$ cat src/rtl/conv33_input_ctrl_pkg.sv
`timescale 1ns/1ps
// conv33_input_ctrl_pkg
//  Shared definitions for the input side of the 3x3 convolution datapath:
//  controller state encoding, default frame geometry, the number of rotating
//  line-buffer row slots and a helper that advances a slot index.
package conv33_input_ctrl_pkg;

   typedef enum logic [1:0] {
      ST_IDLE = 2'd0,
      ST_RUN  = 2'd1,
      ST_DONE = 2'd2
   } state_t;

   localparam int DEF_DATA_W = 8;
   localparam int DEF_IMG_W  = 28;
   localparam int DEF_IMG_H  = 28;
   localparam int NUM_SLOTS  = 3;

   // Three line-buffer rows are reused round-robin, so the slot wraps 2 -> 0.
   function automatic logic [1:0] next_slot(input logic [1:0] slot);
      return (slot == 2'(NUM_SLOTS - 1)) ? 2'd0 : slot + 2'd1;
   endfunction

endpackage

$ cat src/rtl/conv33_raster_cnt.sv
`timescale 1ns/1ps
// conv33_raster_cnt
//  Raster position counter for the input controller. Tracks column, row and
//  rotating line-buffer slot of the next pixel to be accepted.
// Ports
//  clk, rst        clock, async active-high reset
//  inc             advance one pixel in raster order
//  clear           return to the top-left pixel, slot 0 (wins over inc)
//  col, row, slot  current position / row slot
//  last_col        current pixel is the last one of its row
//  last_pix        current pixel is the last one of the frame
module conv33_raster_cnt
   import conv33_input_ctrl_pkg::*;
#(
   parameter int IMG_W = DEF_IMG_W,
   parameter int IMG_H = DEF_IMG_H,
   parameter int COL_W = 5,
   parameter int ROW_W = 5
) (
   input  logic             clk,
   input  logic             rst,
   input  logic             inc,
   input  logic             clear,
   output logic [COL_W-1:0] col,
   output logic [ROW_W-1:0] row,
   output logic [1:0]       slot,
   output logic             last_col,
   output logic             last_pix
);

   assign last_col = (col == COL_W'(IMG_W - 1));
   assign last_pix = last_col && (row == ROW_W'(IMG_H - 1));

   // Position update. After the final pixel every counter folds back to zero
   // so the row never exceeds IMG_H-1 and the next frame starts in slot 0.
   always_ff @(posedge clk or posedge rst) begin
      if (rst) begin
         col  <= '0;
         row  <= '0;
         slot <= 2'd0;
      end else if (clear) begin
         col  <= '0;
         row  <= '0;
         slot <= 2'd0;
      end else if (inc) begin
         if (last_col) begin
            col <= '0;
            if (last_pix) begin
               row  <= '0;
               slot <= 2'd0;
            end else begin
               row  <= row + ROW_W'(1);
               slot <= next_slot(slot);
            end
         end else begin
            col <= col + COL_W'(1);
         end
      end
   end

endmodule

$ cat src/rtl/conv33_input_ctrl.sv
`timescale 1ns/1ps
// conv33_input_ctrl
//  Input-side controller of the 3x3 convolution datapath. Accepts a raster
//  pixel stream, writes each pixel into a three-row rotating line buffer one
//  cycle after acceptance and flags when a full 3x3 window has become
//  resident. One IMG_W x IMG_H frame per start pulse.
// Ports
//  clk, rst                    clock, async active-high reset
//  start                       begins a frame when idle
//  calc_ready                  compute engine can take a window this cycle
//  in_valid, in_data, in_ready upstream pixel handshake
//  buf_wr_en/data/col/slot     registered line-buffer write
//  win_valid, win_row, win_col window ready, top-left coordinate of window
//  busy                        frame in progress
//  frame_done                  pulse with the final write of the frame
module conv33_input_ctrl
   import conv33_input_ctrl_pkg::*;
#(
   parameter int DATA_W = DEF_DATA_W,
   parameter int IMG_W  = DEF_IMG_W,
   parameter int IMG_H  = DEF_IMG_H,
   parameter int COL_W  = 5,
   parameter int ROW_W  = 5
) (
   input  logic              clk,
   input  logic              rst,
   input  logic              start,
   input  logic              calc_ready,
   input  logic              in_valid,
   input  logic [DATA_W-1:0] in_data,
   output logic              in_ready,
   output logic              buf_wr_en,
   output logic [DATA_W-1:0] buf_wr_data,
   output logic [COL_W-1:0]  buf_wr_col,
   output logic [1:0]        buf_wr_slot,
   output logic              win_valid,
   output logic [ROW_W-1:0]  win_row,
   output logic [COL_W-1:0]  win_col,
   output logic              busy,
   output logic              frame_done
);

   state_t           state;
   state_t           state_n;
   logic             accept;
   logic             cnt_clear;
   logic             frame_end;
   logic             win_hit;
   logic [COL_W-1:0] col;
   logic [ROW_W-1:0] row;
   logic [1:0]       slot;
   logic             last_col;
   logic             last_pix;

   assign in_ready   = (state == ST_RUN) && calc_ready;
   assign accept     = in_valid && in_ready;
   assign cnt_clear  = (state == ST_IDLE) && start;
   assign frame_end  = accept && last_col && last_pix;
   assign win_hit    = (row >= ROW_W'(2)) && (col >= COL_W'(2));
   assign busy       = (state == ST_RUN);
   assign frame_done = (state == ST_DONE);

   conv33_raster_cnt #(
      .IMG_W (IMG_W),
      .IMG_H (IMG_H),
      .COL_W (COL_W),
      .ROW_W (ROW_W)
   ) u_cnt (
      .clk      (clk),
      .rst      (rst),
      .inc      (accept),
      .clear    (cnt_clear),
      .col      (col),
      .row      (row),
      .slot     (slot),
      .last_col (last_col),
      .last_pix (last_pix)
   );

   // State register for the frame controller.
   always_ff @(posedge clk or posedge rst) begin
      if (rst) begin
         state <= ST_IDLE;
      end else begin
         state <= state_n;
      end
   end

   // Next-state logic. start is only honoured in IDLE; DONE lasts exactly one
   // cycle so frame_done lines up with the write of the final pixel.
   always_comb begin
      state_n = state;
      case (state)
         ST_IDLE: if (start) state_n = ST_RUN;
         ST_RUN:  if (frame_end) state_n = ST_DONE;
         ST_DONE: state_n = ST_IDLE;
         default: state_n = ST_IDLE;
      endcase
   end

   // Output stage: the accepted pixel and its position are registered so the
   // write and the window flag appear together one cycle after acceptance.
   // Address/data hold between writes; window coordinates only update when a
   // window actually completes.
   always_ff @(posedge clk or posedge rst) begin
      if (rst) begin
         buf_wr_en   <= 1'b0;
         buf_wr_data <= '0;
         buf_wr_col  <= '0;
         buf_wr_slot <= 2'd0;
         win_valid   <= 1'b0;
         win_row     <= '0;
         win_col     <= '0;
      end else begin
         buf_wr_en <= accept;
         win_valid <= accept && win_hit;
         if (accept) begin
            buf_wr_data <= in_data;
            buf_wr_col  <= col;
            buf_wr_slot <= slot;
         end
         if (accept && win_hit) begin
            win_row <= row - ROW_W'(2);
            win_col <= col - COL_W'(2);
         end
      end
   end

endmodule
$ cat config.mk
export PLATFORM = sky130hd
export DESIGN_NAME = conv33_input_ctrl
export DESIGN_NICKNAME = d
export VERILOG_FILES = /design/src/rtl/conv33_input_ctrl_pkg.sv /design/src/rtl/conv33_raster_cnt.sv /design/src/rtl/conv33_input_ctrl.sv
export SDC_FILE = /design/constraint.sdc
export NUM_CORES = 1
export LEC_CHECK = 0
export BUFFER_PORTS_ARGS = -buffer_cell sky130_fd_sc_hd__buf_2
export CORE_ASPECT_RATIO = 0.5
export CORE_UTILIZATION = 40
export CTS_BUF_LIST = sky130_fd_sc_hd__clkbuf_2 sky130_fd_sc_hd__clkbuf_4 sky130_fd_sc_hd__clkbuf_8
export CTS_CLUSTER_DIAMETER = 60
export DETAILED_ROUTE_END_ITERATION = 12
export PLACE_DENSITY_LB_ADDON = 0.08
export SLEW_MARGIN = 20
export SYNTH_ARGS = -nofsm -noshare
export SYNTH_HDL_FRONTEND = slang
export SYNTH_SLANG_ARGS = --single-unit
$ cat constraint.sdc
create_clock -name clk -period 1.95 [get_ports clk]
set_clock_uncertainty 0.2 [all_clocks]
set_input_delay 0 -clock clk [delete_from_list [all_inputs] [get_ports clk]]
set_output_delay 0 -clock clk [all_outputs]
set_load 0.05 [all_outputs]
=== Word level (Yosys, flattened, before mapping) ===
Index checks and enable logic that the tools add are counted.

* Register bits: 41
* Output and inout bits: 30
* Input port bits: 13
* Word-level logic and storage cells: 53

* Mux-type cells: 15
* Order comparisons: 2
* Reduce and logical (&&, ||, !) cells: 13
* Equal/unequal tests: 7
* Add/subtract/negate cells: 5

{| class="wikitable"
|+ Operators by type and width
! cell !! count
|-
| $mux 5 || 7
|-
| $mux 2 || 7
|-
| $add 5x1->5 const B || 2
|-
| $eq 5x5->1 const B || 2
|-
| $ge 5x2->1 const B || 2
|-
| $sub 5x2->5 const B || 2
|-
| $logic_and 1x1->1 || 8
|-
| $eq 2x2->1 const B || 2
|-
| $pmux 2 s2 || 1
|-
| $reduce_and 2->1 || 2
|-
| $reduce_bool 2->1 || 2
|-
| $add 2x1->2 const B || 1
|-
| $eq 2x1->1 const B || 1
|-
| $logic_not 2->1 || 1
|-
| $ne 2x1->1 const B || 1
|-
| $ne 2x2->1 const B || 1
|}

=== Depth between registers and ports, before layout ===
Gate-level depths: netlist (run 1).

* Word-level depth: 7
* Mapped depth: 7
* Mapped depth without buffers: 6

=== Hierarchy ===
From an unflattened synthesis (run 1), not the netlist that was laid out.

* Cells, all modules: 160
* Area, all modules: 1,924.3 sq um

{| class="wikitable"
|+ Modules (own cells, without submodules)
! module !! cells an instance !! times used !! area each (sq um) !! seq. area each (sq um)
|-
| conv33_input_ctrl || 89 || 1 || 1,246.2 || 725.7
|-
| conv33_raster_cnt || 71 || 1 || 678.2 || 300.3
|}

=== Worst setup path after synthesis (run 1) ===
Ideal clock, no wire load.

* Path type: reg2reg
* Start point: register u_cnt.col[2]
* End point: register win_col[0]
* Path buffers: 0
* Setup time: 0.128 ns
* Period minus slack after synthesis: 2.032 ns
* Setup slack: -0.082 ns
* Stages on the path, launching flop included: 7
* Arrival: 1.705 ns
* Data required time: 1.622 ns
* Cells stage by stage: dfrtp_1 -> inv_1 -> ha_1 -> inv_1 -> a2111oi_4 -> nor2_4 -> mux2_1

* Longest elaborated chain between the ends: 3

{| class="wikitable"
|+ Ends and longest elaborated chain
! element !! RTL line !! text
|-
| start: declaration || conv33_raster_cnt.sv:24 || <nowiki>output logic [COL_W-1:0] col,</nowiki>
|-
| start signal: assignment || conv33_raster_cnt.sv:56 || <nowiki>col <= col + COL_W'(1);</nowiki>
|-
| $ge 5x2->1 || conv33_input_ctrl.sv:59 || <nowiki>assign win_hit = (row >= ROW_W'(2)) && (col >= COL_W'(2));</nowiki>
|-
| $logic_and 1x1->1 || conv33_input_ctrl.sv:59 ||
|-
| $logic_and 1x1->1 || conv33_input_ctrl.sv:122 || <nowiki>if (accept && win_hit) begin</nowiki>
|-
| end signal: assignment || conv33_input_ctrl.sv:124 || <nowiki>win_col <= col - COL_W'(2);</nowiki>
|-
| end: declaration || conv33_input_ctrl.sv:38 || <nowiki>output logic [COL_W-1:0] win_col,</nowiki>
|}

Every way passes these cells.
A chain may end at the register's enable or synchronous reset.

=== Worst setup path after layout (run 1) ===
* Start point: register u_cnt.col[1]
* End point: register win_row[4]

* Longest elaborated chain between the ends: 3

{| class="wikitable"
|+ Ends and longest elaborated chain
! element !! RTL line !! text
|-
| $ge 5x2->1 || conv33_input_ctrl.sv:59 ||
|-
| $logic_and 1x1->1 || conv33_input_ctrl.sv:59 ||
|-
| $logic_and 1x1->1 || conv33_input_ctrl.sv:122 ||
|-
| end signal: assignment || conv33_input_ctrl.sv:123 || <nowiki>win_row <= row - ROW_W'(2);</nowiki>
|-
| end: declaration || conv33_input_ctrl.sv:37 || <nowiki>output logic [ROW_W-1:0] win_row,</nowiki>
|}

Every way passes these cells.

==> results.txt, run 1 <==
first-pass GRT wire length: 6550 um
Antenna Cells: 0
Detail Route Antenna Nets: 0
worst-path cell chain: inv_2 > ha_4 > inv_2 > a2111oi_4 > nor2_4 > mux2_4
CTS tree: yes
sequential share of power: 42.4%
Hold Path Origin: start
post-layout min period: 1.94 ns
# IOs: 43
Global Route Usage Sum: 17.2%
Max-Cap Viols: 0
Hold EP: u_cnt.row[4]
htree depth: 2
final core occ: 56.6%
Logic pwr share: 34.4%
VDD IR-drop max: 0.407 mV
Syn Area/Cell: 10.4 um2
Hold Slack: 0.0324 ns
Final Hold Viols: 0
PwrDens: 919 nW/um2
initial antenna violation count: 0
worst r2r src: u_cnt.col[1]
CP arrival: 1.92 ns
asr flop ratio synth: 100%
HP Class: input pin to flip-flop
Clock transition at path regs: 0.08 ns
EDFF count, synth: 0
drt total wl: 4060 um
Crit path required time: 1.93 ns
reg2reg setup slack: 0.01 ns
Final Non-Filler Cells: 324
fin area: 2560 um2
register area share after synthesis: 52.9%
clock share of power: 23.1%
placed instance area: 2290 um2
CP max-delay cell: a2111oi_4
worst skew pair latency: 0.29 ns
net switching power: 876 uW
vias in the first global route: 1,366
switch share: 37.2%
leakage power: 1.34 nW
internal power: 1.48 mW
clk sinks: 41
Hold Crit Depth: 4
CP bufs+invs: 2
TritonCTS buffer count: 5
port bufs: 42
GR Overflow Total: 0
Max Clock Freq: 0.516 GHz
Setup crit start kind: flip-flop
headroom to the max-slew limit: 65.8%
residual DRC count: 0
Worst path max stage delay: 0.45 ns
Mapped Cells: 186
status: finished clean
RSZ-0062 raised after global routing: true
Synthesized Nets: 207
Avg WL per Cell: 12.5 um
worst-case clock buffer depth: 2
final setup fails: 0
layout cells sized above 1: 36.0%
Synth cell types: 39
area grow syn2layout: 32.3%
Final period util: 99.4%
GPL Wtd Cong: 0.804
Least-Margin Pin Slew: 0.513 ns
Post-synth top flop: dfrtp_1
Tot Pwr: 2.36 mW
die height: 51.2 um
via count: 1,536
Yosys reg bits: 41
dpl hpwl: 2700 um
floorplan core area: 4530 um2
critical path's most frequent cell: inv_2
Ys Warns: 0
die area: 5140 um2
RR Endpoint: win_row[4]
largest net degree at the start of global routing: 42
CTS root buf: clkbuf_8
fin. max-slew vios: 0
DR vias/cell: 4.74
Cell Area, Synth: 1940 um2
FF-to-FF path depth: 6
Site Rows: 17
first drt pass iteration count: 4
Crit Path Category: flip-flop to flip-flop
# nets final: 278
Crit. End Element: flip-flop
Initial Utilization: 42.8%
CP max FO: 5
placed cell count: 301
initial drt markers: 30
die width: 100 um
Crit path max-delay family: compound AO/OA/AOI/OAI gates
## sequential cells by signal (all words and copies together) (netlist names)
register,count
win_col,5
state,2
buf_wr_col,5
buf_wr_en,1
buf_wr_data,8
win_valid,1
buf_wr_slot,2
u_cnt.col,5
u_cnt.row,5
win_row,5
u_cnt.slot,2
## metal layers
metal | part of all wire, % | track usage (%) | vias up
li1 | - | - | 767
met2 | 43 | 26.7 | 29
met3 | 3.7 | 5.88 | 5
met5 | 0 | 0 | -
met1 | 52 | 23.2 | 735
met4 | 0.74 | 4.35 | 0
## stage by stage
step           worst slack [ns]  setup TNS [ns]
3_3_place_gp             0.0533               0
5_1_grt                 -0.0713          -0.501
4_1_cts                  0.0226               0
6_report                 0.0122               0
3_5_place_dp            0.00757               0
2_1_floorplan            0.0147               0
## kinds of logic (layout without fill, tap and decap cells)
| kind of cell | after synthesis | in the layout | synth area share [%] |
|---|---|---|---|
| simple gates | 77 | 78 | 19.9 |
| buf+inv | 20 | 91 | 6.07 |
| mux | 7 | 7 | 4.00 |
| fa+ha+maj | 8 | 8 | 5.16 |
| compound gates | 29 | 29 | 10.1 |
| xor+xnor | 4 | 4 | 1.81 |
| flops | 41 | 41 | 52.9 |
## power groups by stage
stage	registers [mW]	logic, mW	clock network, mW
after global routing	1.01	0.884	0.605
final	0.999	0.811	0.545
after floorplan	1.21	0.311	0
after global placement	1.01	0.720	0
after CTS	0.997	0.735	0.567
after detailed placement	1.01	0.723	0
## cells in the mapped netlist (all sizes together), types with 2 or more instances
library cell	count	share of area, %
nor3	5	1.3
nand2	45	9.1
buf	6	2.6
o31ai	4	1.8
o32a	2	1.0
o21ai	8	2.1
and4b	2	1.0
clkbuf	3	1.1
inv	11	2.4
or3	3	0.97
a21oi	12	3.1
ha	8	5.2
or4	2	0.77
dfrtp	41	53
nand3	2	0.52
nor2b	3	0.97
mux2	6	3.5
nor2	7	1.7
nand4b	2	1.2
xor2	4	1.8
## how the worst max path moves through the flow
| stage | start | endpoint | cells past startpoint |
|---|---|---|---|
| finish | u_cnt.col[1] | win_row[4] | 6 |
| global route | u_cnt.col[1] | win_row[4] | 6 |
| CTS | u_cnt.row[1] | win_row[4] | 5 |
| floorplan | u_cnt.col[0] | win_col[0] | 5 |
| detailed placement | u_cnt.col[1] | win_col[1] | 6 |
| global placement | u_cnt.col[1] | win_row[0] | 6 |
## cells in the final DEF, fill, tap and decap left out, types with 2 or more instances in the layout
cell | netlist | routed
dfrtp_2 | 0 | 2
nor2_1 | 6 | 6
nor3_1 | 5 | 5
dlygate4sd3_1 | 0 | 9
dfrtp_1 | 41 | 39
clkinv_2 | 0 | 2
or3_1 | 3 | 3
inv_1 | 10 | 7
nand2_1 | 44 | 44
or4_1 | 2 | 2
o32a_1 | 2 | 2
and4b_2 | 0 | 2
nand3_1 | 2 | 2
xor2_1 | 4 | 4
o31ai_1 | 3 | 3
mux2_4 | 0 | 5
buf_4 | 1 | 20
buf_2 | 1 | 42
nor2b_1 | 3 | 3
clkbuf_8 | 1 | 5
ha_1 | 8 | 6
inv_2 | 0 | 3
a21oi_1 | 12 | 11
o21ai_0 | 8 | 8
## final cells by class
| cell class | count | area [um2] |
|---|---|---|
| inverters | 11 | 46.3 |
| multi-input cells | 126 | 850 |
| flip-flops and latches | 41 | 1030 |
| well taps | 66 | 82.6 |
| fillers | 405 | 1970 |
| repair buffers | 72 | 470 |
| clock inverters | 3 | 17.5 |
| clock buffers | 5 | 68.8 |
## repair_timing
action / CTS / global route
setup buffers: 0 / 5
endpoints found under the hold margin: 49 / 0
gates resized for setup: 0 / 16
hold buffers: 9 / 0
cloned: 0 / 1
setup endpoints to repair: 2 / 10
pin swaps: 1 / 7
## tightest hold or removal path: stages
cell and delay (ns):
buf_2 0.09, nor3b_1 0.15, buf_12 0.15, nor2_1 0.09
No activity file was read; power rests on OpenSTA's default activity.
==> inputs of run 2 (changes only) <==
Settings changed: PLACE_DENSITY_LB_ADDON 0.08 to 0.15.
==> results.txt, run 2 (synthesis results as in run 1) <==
FF-to-FF path depth: 6
residual DRC count: 0
via count: 1,533
HP Class: input pin to flip-flop
Hold Slack: 0.0252 ns
area grow syn2layout: 31.7%
dpl hpwl: 2810 um
CTS tree: yes
largest net degree at the start of global routing: 42
Avg WL per Cell: 12.9 um
TritonCTS buffer count: 5
headroom to the max-slew limit: 66.0%
Max Clock Freq: 0.534 GHz
max FFs per register: 8
most flop-heavy register: buf_wr_data
Antenna Cells: 0
die height: 51.2 um
commonest non-fill, non-tap cell in the layout: nand2_1
Final Hold Viols: 0
final setup fails: 0
FILL cells: 403
fin. max-slew vios: 0
Site Rows: 17
die width: 100 um
vias in the first global route: 1,499
fin area: 2550 um2
Setup TNS: 0 ns
CP max FO: 5
reg2reg setup slack: 0.08 ns
VDD IR-drop max: 0.459 mV
Critical Path Start: u_cnt.col[0]
Global Route Usage Sum: 17.6%
Hold Crit Depth: 4
GR Overflow Total: 0
Tot Pwr: 2.33 mW
floorplan core area: 4530 um2
first drt pass iteration count: 4
RR Endpoint: win_col[0]
drt total wl: 4170 um
Storage cell area: 1030 um2
Initial Utilization: 42.8%
worst setup margin: 0.0760 ns
initial drt markers: 25
Crit path required time: 1.92 ns
multi-input logic area: 833 um2
Least-Margin Pin Slew: 0.511 ns
Detail Route Antenna Nets: 0
GPL Wtd Cong: 0.738
CTS root buf: clkbuf_8
commonest cells after routing, fill and taps aside: 44 x nand2_1, 42 x buf_2, 39 x dfrtp_1
DR vias/cell: 4.73
port bufs: 42
die area: 5140 um2
clk sinks: 41
layout cells sized above 1: 32.6%
CP arrival: 1.85 ns
first-pass GRT wire length: 6870 um
final core occ: 56.3%
worst-case clock buffer depth: 2
Clock transition at path regs: 0.07 ns
post-layout min period: 1.87 ns
worst skew pair latency: 0.29 ns
Max-Cap Viols: 0
PwrDens: 914 nW/um2
# IOs: 43
Crit. End Element: flip-flop
placed instance area: 2280 um2
Setup crit start kind: flip-flop
worst r2r src: u_cnt.col[0]
placed cell count: 300
Worst Setup EP: win_col[0]
Final period util: 96.1%
pre-CTS setup slack: -0.00879 ns
Final Non-Filler Cells: 324
# nets final: 278
leakage power: 1.35 nW
Crit Path Category: flip-flop to flip-flop
initial antenna violation count: 0
status: finished clean
htree depth: 2
==> run 2: cell count changes in the layout (fill, tap and decap cells not counted), moves of 2 or more <==
| cell | change |
|---|---|
| mux2_4 | -5 |
| buf_4 | -2 |
| mux2_1 | +5 |
| dlygate4sd3_1 | +2 |
==> run 2: repair_timing <==
| action | in CTS | in global routing |
|---|---|---|
| cloned | 0 | 1 |
| setup buffers | 1 | 3 |
| hold buffers | 11 | 0 |
| pin swaps | 2 | 3 |
| gates resized for setup | 1 | 8 |
| endpoints found under the hold margin | 50 | 0 |
| setup endpoints to repair | 6 | 9 |
==> run 2: where the power goes <==
part | internal, mW | switching [mW] | total, mW
Clock | 0.262 | 0.281 | 0.543
Combinational | 0.282 | 0.512 | 0.794
Sequential | 0.936 | 0.0604 | 0.997
==> run 2: worst min path at each step <==
| stage | end | from | slack, ns |
|---|---|---|---|
| finish | u_cnt.col[2] | start | 0.03 |
| global route | u_cnt.col[0] | start | 0.03 |
| CTS | u_cnt.col[2] | start | 0.02 |
| global placement | buf_wr_data[5] | rst | -0.04 |
| detailed placement | buf_wr_data[5] | rst | -0.03 |
| floorplan | buf_wr_data[0] | in_data[0] | -0.09 |
==> run 2: final cells by class <==
| class | count | share of cell area [%] |
|---|---|---|
| flip-flops and latches | 41 | 40.3 |
| multi-input cells | 126 | 32.6 |
| clock buffers | 6 | 2.99 |
| clock inverters | 2 | 0.392 |
| inverters | 11 | 1.81 |
| well taps | 66 | 3.24 |
| repair buffers | 72 | 18.6 |
==> run 2: critical path, stage by stage, from the launching register on <==
cell,delay (ns)
dfrtp_1,0.39
inv_1,0.08
ha_1,0.23
a2111oi_4,0.29
buf_4,0.20
nor2_4,0.06
mux2_1,0.32
==> run 2: per-layer routing <==
metal / vias up / share of wire [%] / global-route usage (%)
met4: 0 / 0.96 / 6.52
li1: 774 / - / -
met2: 32 / 46 / 29.1
met5: - / 0 / 0
met1: 722 / 49 / 22.7
met3: 5 / 4.2 / 4.38
==> inputs of run 3 (changes only) <==
Settings changed: CTS_BUF_LIST sky130_fd_sc_hd__clkbuf_2 sky130_fd_sc_hd__clkbuf_4 sky130_fd_sc_hd__clkbuf_8 to sky130_fd_sc_hd__clkbuf_8.
==> results.txt, run 3 (synthesis results as in run 1) <==
Max-Cap Viols: 0
TritonCTS buffer count: 5
Avg WL per Cell: 12.9 um
final setup fails: 0
leakage power: 1.36 nW
DR vias/cell: 4.73
fin. max-slew vios: 0
Hold Path Origin: start
Final Non-Filler Cells: 324
sequential share of power: 43.1%
CP max FO: 5
worst r2r src: u_cnt.col[0]
clock share of power: 22.6%
GPL Wtd Cong: 0.738
Hold Slack: 0.0268 ns
internal power: 1.46 mW
Crit Path Category: flip-flop to flip-flop
die area: 5140 um2
status: finished clean
Crit. End Element: flip-flop
net switching power: 853 uW
worst-case clock buffer depth: 2
Logic pwr share: 34.3%
Crit path required time: 1.92 ns
floorplan core area: 4530 um2
GR Overflow Total: 0
commonest cells after routing, fill and taps aside: 44 x nand2_1, 42 x buf_2, 39 x dfrtp_1
Antenna Cells: 0
Initial Utilization: 42.8%
first-pass GRT wire length: 6870 um
switch share: 36.9%
initial antenna violation count: 0
VDD IR-drop max: 0.459 mV
vias in the first global route: 1,499
Final Hold Viols: 0
residual DRC count: 0
most flop-heavy register: buf_wr_data
Setup TNS: 0 ns
Site Rows: 17
# IOs: 43
Critical Path Start: u_cnt.col[0]
worst skew pair latency: 0.29 ns
placed cell count: 300
commonest non-fill, non-tap cell in the layout: nand2_1
# nets final: 278
Storage cell area: 1030 um2
layout cells sized above 1: 32.2%
port bufs: 42
htree depth: 2
worst setup margin: 0.0757 ns
fin area: 2550 um2
placed instance area: 2280 um2
Global Route Usage Sum: 17.6%
PwrDens: 908 nW/um2
drt total wl: 4170 um
FILL cells: 404
Final period util: 96.1%
Clock transition at path regs: 0.07 ns
clk sinks: 41
CTS root buf: clkbuf_8
headroom to the max-slew limit: 66.0%
die width: 100 um
post-layout min period: 1.87 ns
Detail Route Antenna Nets: 0
max FFs per register: 8
Setup crit start kind: flip-flop
CP arrival: 1.85 ns
first drt pass iteration count: 4
CTS tree: yes
Least-Margin Pin Slew: 0.511 ns
multi-input logic area: 833 um2
Max Clock Freq: 0.534 GHz
die height: 51.2 um
pre-CTS setup slack: -0.00879 ns
HP Class: input pin to flip-flop
initial drt markers: 25
largest net degree at the start of global routing: 42
via count: 1,531
area grow syn2layout: 31.5%
dpl hpwl: 2810 um
==> run 3: cell count changes in the layout (fill, tap and decap cells not counted), sizes merged <==
cell	change
clkbuf	-1
inv	+1
==> run 3: power groups by stage <==
stage	registers, mW	logic [mW]	clock network [mW]
6_report	0.997	0.794	0.523
5_1_grt	1.01	0.858	0.578
4_1_cts	0.999	0.743	0.551
3_5_place_dp	1.02	0.716	0
3_3_place_gp	1.02	0.704	0
2_1_floorplan	1.21	0.311	0
==> run 3: final timing paths <==
check,to,slack (ns),cells past startpoint
worst min-delay path,u_cnt.col[2],0.03,4
max in group asynchronous,u_cnt.row[1],1.00,4
min in group asynchronous,buf_wr_data[5],0.18,4
worst max register to register,win_col[0],0.08,6
worst min register to register,buf_wr_data[6],0.27,2
worst max-delay path,win_col[0],0.08,6
==> run 3: stage by stage <==
stage | utilization [%] | power, mW
3_3_place_gp | 50.4 | 1.72
4_1_cts | 55.0 | 2.29
3_5_place_dp | 50.4 | 1.74
2_1_floorplan | - | 1.52
5_1_grt | 56.3 | 2.45
6_report | 56.3 | 2.31
==> run 3: per-layer routing <==
layer / share of wire (%) / track usage [%] / vias to the layer above
li1: - / - / 773
met5: 0 / 0 / -
met2: 46 / 29.1 / 32
met4: 0.96 / 6.52 / 0
met1: 49 / 22.7 / 721
met3: 4.2 / 4.38 / 5
==> run 3: cell type report <==
class	instances	area share [%]
clock inverter	3	0.540
inverter	11	1.82
tap	66	3.24
clock buffer	5	2.70
multi-input combinational	126	32.7
timing repair buffer	72	18.7
sequential	41	40.4
==> run 3: timing repair <==
item,in CTS,in global routing
gates resized for setup,1,8
setup endpoints to repair,6,9
setup buffers,1,3
pin swaps,2,3
endpoints found under the hold margin,50,0
cloned,0,1
hold buffers,11,0
==> run 3: worst max-delay path: stages, from the launching register on <==
cell	delay, ns
dfrtp_1	0.39
inv_1	0.08
ha_1	0.23
a2111oi_4	0.29
buf_4	0.20
nor2_4	0.06
mux2_1	0.32
